File: src/rtl/prescaler_pkg.sv
// Shared constants and helpers for the prescaler_ce clock-enable generator.
// Tap positions are packed TAP_POS_W-bit fields, field i belongs to tap i.
package prescaler_pkg;

    localparam int TAP_POS_W    = 5;
    localparam int MAX_TAPS     = 16;
    localparam int DEF_NUM_TAPS = 4;

    localparam logic [DEF_NUM_TAPS*TAP_POS_W-1:0] DEF_TAP_POS =
        {5'd20, 5'd17, 5'd10, 5'd6};

    // Tap indices into the default layout used by board-level consumers.
    localparam int LED_SLOW_TAP = 3;
    localparam int DEBOUNCE_TAP = 2;

    typedef logic [MAX_TAPS*TAP_POS_W-1:0] tap_pos_vec_t;

    function automatic int tap_pos(input tap_pos_vec_t v, input int i);
        return int'(v[i*TAP_POS_W +: TAP_POS_W]);
    endfunction

endpackage

File: src/rtl/prescaler_ce_tap.sv
// Rising-edge tick generator for one counter bit: the tick is registered
// so it lines up with the first ct value that shows the bit set.
module prescaler_tap #(
    parameter int CT_WIDTH = 21,
    parameter int POS      = 0
) (
    input  logic                clk_i,
    input  logic                reset_i,
    input  logic                en_i,
    input  logic                clr_i,
    input  logic [CT_WIDTH-1:0] ct_i,
    output logic                level_o,
    output logic                tick_o
);

    localparam logic [CT_WIDTH-1:0] LOW_MASK =
        CT_WIDTH'((64'd1 << POS) - 64'd1);

    logic low_ones;
    logic tick_d;
    logic tick_q;

    assign low_ones = ((ct_i & LOW_MASK) == LOW_MASK);

    // Bit is about to flip 0->1 on this enabled increment.
    always_comb begin
        tick_d = 1'b0;
        if (!clr_i && en_i) begin
            tick_d = low_ones & ~ct_i[POS];
        end
    end

    always_ff @(posedge clk_i) begin
        if (reset_i) begin
            tick_q <= 1'b0;
        end else begin
            tick_q <= tick_d;
        end
    end

    assign level_o = ct_i[POS];
    assign tick_o  = tick_q;

endmodule

File: src/rtl/prescaler_ce.sv
// Free-running prescaler producing single-cycle clock enables on clk.
// Optional ct snapshot port is built when PRESCALER_SNAPSHOT_EN is defined.
module prescaler_ce
    import prescaler_pkg::*;
#(
    parameter int CT_WIDTH = 21,
    parameter int NUM_TAPS = DEF_NUM_TAPS,
    parameter logic [NUM_TAPS*TAP_POS_W-1:0] TAP_POS = DEF_TAP_POS,
    parameter int SUB_TAP  = DEBOUNCE_TAP,
    parameter int SUB_W    = 4,
    parameter int DIV_W    = 16
) (
    input  logic                clk,
    input  logic                reset,
    input  logic                en,
    input  logic                clr,
    output logic [NUM_TAPS-1:0] tap_level,
    output logic [NUM_TAPS-1:0] tap_tick,
    output logic                slow_phase0,
    output logic                slow_tick,
    input  logic                div_load,
    input  logic [DIV_W-1:0]    div_val,
    output logic                div_tick
`ifdef PRESCALER_SNAPSHOT_EN
    ,
    input  logic                snap,
    output logic [CT_WIDTH-1:0] ct_snap
`endif
);

    localparam tap_pos_vec_t TAP_VEC = tap_pos_vec_t'(TAP_POS);

    logic [CT_WIDTH-1:0] ct_q;
    logic [CT_WIDTH-1:0] ct_d;

    always_comb begin
        ct_d = ct_q;
        if (clr) begin
            ct_d = '0;
        end else if (en) begin
            ct_d = ct_q + CT_WIDTH'(1);
        end
    end

    always_ff @(posedge clk) begin
        if (reset) begin
            ct_q <= '0;
        end else begin
            ct_q <= ct_d;
        end
    end

    for (genvar g = 0; g < NUM_TAPS; g++) begin : g_tap
        prescaler_tap #(
            .CT_WIDTH (CT_WIDTH),
            .POS      (tap_pos(TAP_VEC, g))
        ) u_tap (
            .clk_i    (clk),
            .reset_i  (reset),
            .en_i     (en),
            .clr_i    (clr),
            .ct_i     (ct_q),
            .level_o  (tap_level[g]),
            .tick_o   (tap_tick[g])
        );
    end

    logic [SUB_W-1:0] sub_q;
    logic [SUB_W-1:0] sub_d;
    logic             sub_inc;
    logic             phase0_q;
    logic             phase0_d;
    logic             slow_tick_q;
    logic             slow_tick_d;

    // Counts visible ticks, so a tick seen as en drops is not lost.
    assign sub_inc = tap_tick[SUB_TAP];

    always_comb begin
        sub_d       = sub_q;
        slow_tick_d = 1'b0;
        if (clr) begin
            sub_d = '0;
        end else if (sub_inc) begin
            sub_d       = sub_q + SUB_W'(1);
            slow_tick_d = (sub_q == '1);
        end
        phase0_d = (sub_d == '0);
    end

    always_ff @(posedge clk) begin
        if (reset) begin
            sub_q       <= '0;
            phase0_q    <= 1'b1;
            slow_tick_q <= 1'b0;
        end else begin
            sub_q       <= sub_d;
            phase0_q    <= phase0_d;
            slow_tick_q <= slow_tick_d;
        end
    end

    assign slow_phase0 = phase0_q;
    assign slow_tick   = slow_tick_q;

    logic [DIV_W-1:0] div_cnt_q;
    logic [DIV_W-1:0] div_cnt_d;
    logic [DIV_W-1:0] div_rel_q;
    logic [DIV_W-1:0] div_rel_d;
    logic             div_armed_q;
    logic             div_armed_d;
    logic             div_tick_q;
    logic             div_tick_d;

    // A load overrides clr for the count and is not gated by en.
    always_comb begin
        div_cnt_d   = div_cnt_q;
        div_rel_d   = div_rel_q;
        div_armed_d = div_armed_q;
        div_tick_d  = 1'b0;
        if (div_load) begin
            div_rel_d   = div_val;
            div_cnt_d   = div_val;
            div_armed_d = 1'b1;
        end else if (clr) begin
            div_cnt_d = div_rel_q;
        end else if (en && div_armed_q) begin
            if (div_cnt_q == '0) begin
                div_tick_d = 1'b1;
                div_cnt_d  = div_rel_q;
            end else begin
                div_cnt_d = div_cnt_q - DIV_W'(1);
            end
        end
    end

    always_ff @(posedge clk) begin
        if (reset) begin
            div_cnt_q   <= '0;
            div_rel_q   <= '0;
            div_armed_q <= 1'b0;
            div_tick_q  <= 1'b0;
        end else begin
            div_cnt_q   <= div_cnt_d;
            div_rel_q   <= div_rel_d;
            div_armed_q <= div_armed_d;
            div_tick_q  <= div_tick_d;
        end
    end

    assign div_tick = div_tick_q;

`ifdef PRESCALER_SNAPSHOT_EN
    logic [CT_WIDTH-1:0] ct_snap_q;
    logic [CT_WIDTH-1:0] ct_snap_d;

    always_comb begin
        ct_snap_d = ct_snap_q;
        if (snap) begin
            ct_snap_d = ct_q;
        end
    end

    always_ff @(posedge clk) begin
        if (reset) begin
            ct_snap_q <= '0;
        end else begin
            ct_snap_q <= ct_snap_d;
        end
    end

    assign ct_snap = ct_snap_q;
`endif

endmodule
File: config.mk
export PLATFORM = sky130hd
export DESIGN_NAME = prescaler_ce
export DESIGN_NICKNAME = d
export VERILOG_FILES = /design/src/rtl/prescaler_pkg.sv /design/src/rtl/prescaler_ce_tap.sv /design/src/rtl/prescaler_ce.sv
export SDC_FILE = /design/constraint.sdc
export NUM_CORES = 1
export LEC_CHECK = 0
export CAP_MARGIN = 20
export CORE_ASPECT_RATIO = 1.25
export CORE_UTILIZATION = 54
export DETAILED_ROUTE_END_ITERATION = 10
export DONT_BUFFER_PORTS = 1
export GPL_ROUTABILITY_DRIVEN = 0
export PLACE_DENSITY = 0.72
export SKIP_LAST_GASP = 1
export SYNTH_ARGS = -nofsm -noshare
export SYNTH_HDL_FRONTEND = slang
export SYNTH_SLANG_ARGS = --single-unit
File: constraint.sdc
create_clock -name clk -period 3.15 [get_ports clk]
set_clock_uncertainty 0.2 [all_clocks]
set_input_delay 0 -clock clk [delete_from_list [all_inputs] [get_ports clk]]
set_output_delay 0 -clock clk [all_outputs]
set_load 0.01 [all_outputs]
==> results.cfg <==
[floorplanning]
die_area_um2 = 6060
die_h_um = 86.8
core_um2 = 5480
dieWidth_um = 69.8
initial_utilization = 0.567
io_pins = 32
rows = 30

[place]
placed_cells = 401
port_buffers = 0
place_hpwl_um = 4060

[cts]
cts_sinks = 65
cts.htree.levels = 3
cts_inserted_buffers = 9
clockBufferDepth = 2
clk_pin_slew_worst_paths_ns = 0.07
insertion_delay_ns = 0.34
postCtsSetupBuffers = 0
cts_tree = yes
cts_root_buf = clkbuf_8

[power]
power_density_nw_per_um2 = 540
leakagePower_nw = 1.30
peakVddDrop_mv = 0.304

[synthesis]
synthCells = 364
synth.distinct_cells = 38
yosys-top-cells-area = dfxtp_1, nand2_1, nor2_1
synth-seq-cells = 65
synth_seq_area_share = 0.419
ys_top_cells_by_count = dfxtp_1, nand2_1, nor2_1, a21oi_1, xor2_1
synth_top_cell_area_share = 0.419
syn_area_per_cell_um2 = 8.53
synth_fp_nets = 390
ys_async_sr_fraction = 0
synth_edf_count = 0
yosys.area.top_type = dfxtp_1
syn-cell-area_um2 = 3110
yosys_warnings = 0
synth_flop_cell = dfxtp_1
yosysMostFrequentCell = dfxtp_1

[grt]
grt_util_all_layers = 0.238
grt_pass1_wl_um = 11300
grt_pass1_vias = 2537
grt_max_degree = 29
antenna_found_initial = 0
grt_overflow = 0

[critical_path]
worst-path-buf-inv = 2
worstPathArrival_ns = 2.86
crit_chain = inv_1, ha_1, nor4b_1, nand4_2, and2_1, a211o_1, a31oi_1, dlygate4sd3_1
slowest_stage = dlygate4sd3_1
critical_path_class = reg -> reg
crit_path_max_fanout = 15
cp_top_family = simple AND/OR/NAND/NOR gates
slowest_delay_ns = 0.57
startpoint_type = flip-flop
required_ns = 3.23
end_kind = flip-flop

[layout]
final_nets = 402
register_area_um2 = 1300
nFillCells = 455
diodes = 0
area_delta_synth_final_pct = 14.3
stdcell_count = 445
multi_input_area_um2 = 1610
drive_above_1_share = 0.0577

[detailed_routing]
ant_nets = 0
route.vias.total = 2573
drt_iter0_markers = 214
drc_errors = 0
wl_per_cell_um = 14.9
wirelength_um = 6640
vias_per_cell = 5.78
dr.pass1.iters = 4

[timing]
tns_ns = 0
hold_viol = 0
rsz0062_at_grt = false
min_period_ns = 2.78
setup_viol_count_final = 0
tightest_slew_ns = 1.00
fmax_mhz = 360
max_slew_margin = 0.330
fin_crit_sh = 0.881
slew_viol_final = 0

[worst_hold_path]
hold_class = in -> reg

[status]
outcome = finished, final reports clean

[job]
maxCapViolations = 0
flip-flops by register name, summed over array words and instances (netlist names):
signal,cells
ct_q,21
div_cnt_q,16
slow_tick,1
div_rel_q,16
sub_q,4
g_tap.u_tap.tick_o,4
div_tick,1
div_armed_q,1
slow_phase0,1
report_power, final:
group	switching [mW]	leakage, nW	internal [mW]	total, mW
clock	0.302	0.111	0.490	0.792
combinational	0.126	0.660	0.108	0.234
sequential	0.0357	0.531	0.854	0.890
total	0.464	1.30	1.45	1.92
cell type report:
| cell class | instances | share of cell area |
|---|---|---|
| Multi-Input combinational cell | 263 | 0.454 |
| Clock buffer | 14 | 0.0458 |
| Tap cell | 64 | 0.0226 |
| Inverter | 8 | 0.00846 |
| Clock inverter | 2 | 0.0169 |
| Timing Repair Buffer | 29 | 0.0853 |
| Sequential cell | 65 | 0.367 |
layout by cell type (no fill, tap or decap), types with 3 or more instances in the layout:
master | netlist | layout
nor2_1 | 47 | 47
clkbuf_1 | 12 | 3
a211oi_1 | 3 | 3
a31oi_1 | 5 | 5
inv_1 | 6 | 6
o221ai_1 | 6 | 6
a21oi_1 | 27 | 27
xnor2_1 | 14 | 14
dlygate4sd3_1 | 0 | 27
nand4_1 | 12 | 12
dfxtp_1 | 65 | 65
mux2i_1 | 10 | 10
nor4_1 | 4 | 4
a311oi_1 | 6 | 6
nand2_1 | 47 | 46
a211o_1 | 8 | 8
clkbuf_8 | 0 | 11
ha_1 | 5 | 5
nand3_1 | 13 | 13
nor3_1 | 12 | 12
o21ai_0 | 6 | 6
xor2_1 | 19 | 19
or3_1 | 3 | 3
timing repair:
| action | in CTS | in global routing |
|---|---|---|
| gates resized for setup | 0 | 1 |
| endpoints found under the hold margin | 58 | 0 |
| endpoints found under the setup margin | 0 | 1 |
| hold buffers | 27 | 0 |
metrics by stage:
step | setup WS (ns) | util | cell area [µm²] | hold WS (ns) | power [mW]
3_3_place_gp | 0.882 | 0.553 | 3030 | -0.129 | 1.09
5_1_grt | 0.151 | 0.648 | 3550 | 0.203 | 2.00
4_1_cts | 0.182 | 0.643 | 3520 | 0.159 | 1.93
2_1_floorplan | 0.950 | - | 3110 | -0.0529 | 1.08
3_5_place_dp | 0.734 | 0.553 | 3030 | -0.126 | 1.10
6_report | 0.374 | 0.648 | 3550 | 0.182 | 1.92
layer usage:
metal / track usage / up-vias / wire length [µm]
met5: 0 / - / 0
met4: 0.127 / 0 / 156
met3: 0.0674 / 13 / 286
met2: 0.412 / 50 / 3310
met1: 0.264 / 1208 / 2880
li1: - / 1302 / -
worst reg2reg max path, cell delays in order (launching register included):
cell and delay, ns:
dfxtp_1 0.34, inv_1 0.11, ha_1 0.14, nor4b_1 0.29
nand4_2 0.15, and2_1 0.41, a211o_1 0.37, a31oi_1 0.15
dlygate4sd3_1 0.57
cell families (layout without fill, tap and decap cells):
group           after synthesis  after routing  share of synthesized area
fa+ha+maj                     5              5                     0.0201
buf+inv                      36             53                     0.0624
simple gates                149            149                      0.232
compound gates               65             65                      0.138
xor+xnor                     33             33                     0.0931
flops                        65             65                      0.419
mux                          11             11                     0.0359
final timing paths:
path | cells after the start | slack, ns | endpoint | from
setup / recovery | 8 | 0.37 | div_cnt_q[13] | div_cnt_q[0]
hold / removal | 3 | 0.18 | div_rel_q[10] | div_val[10]
setup reg to reg | 8 | 0.37 | div_cnt_q[13] | div_cnt_q[0]
hold reg to reg | 2 | 0.26 | div_rel_q[5] | div_rel_q[5]
(Power assumes the default switching activity.)
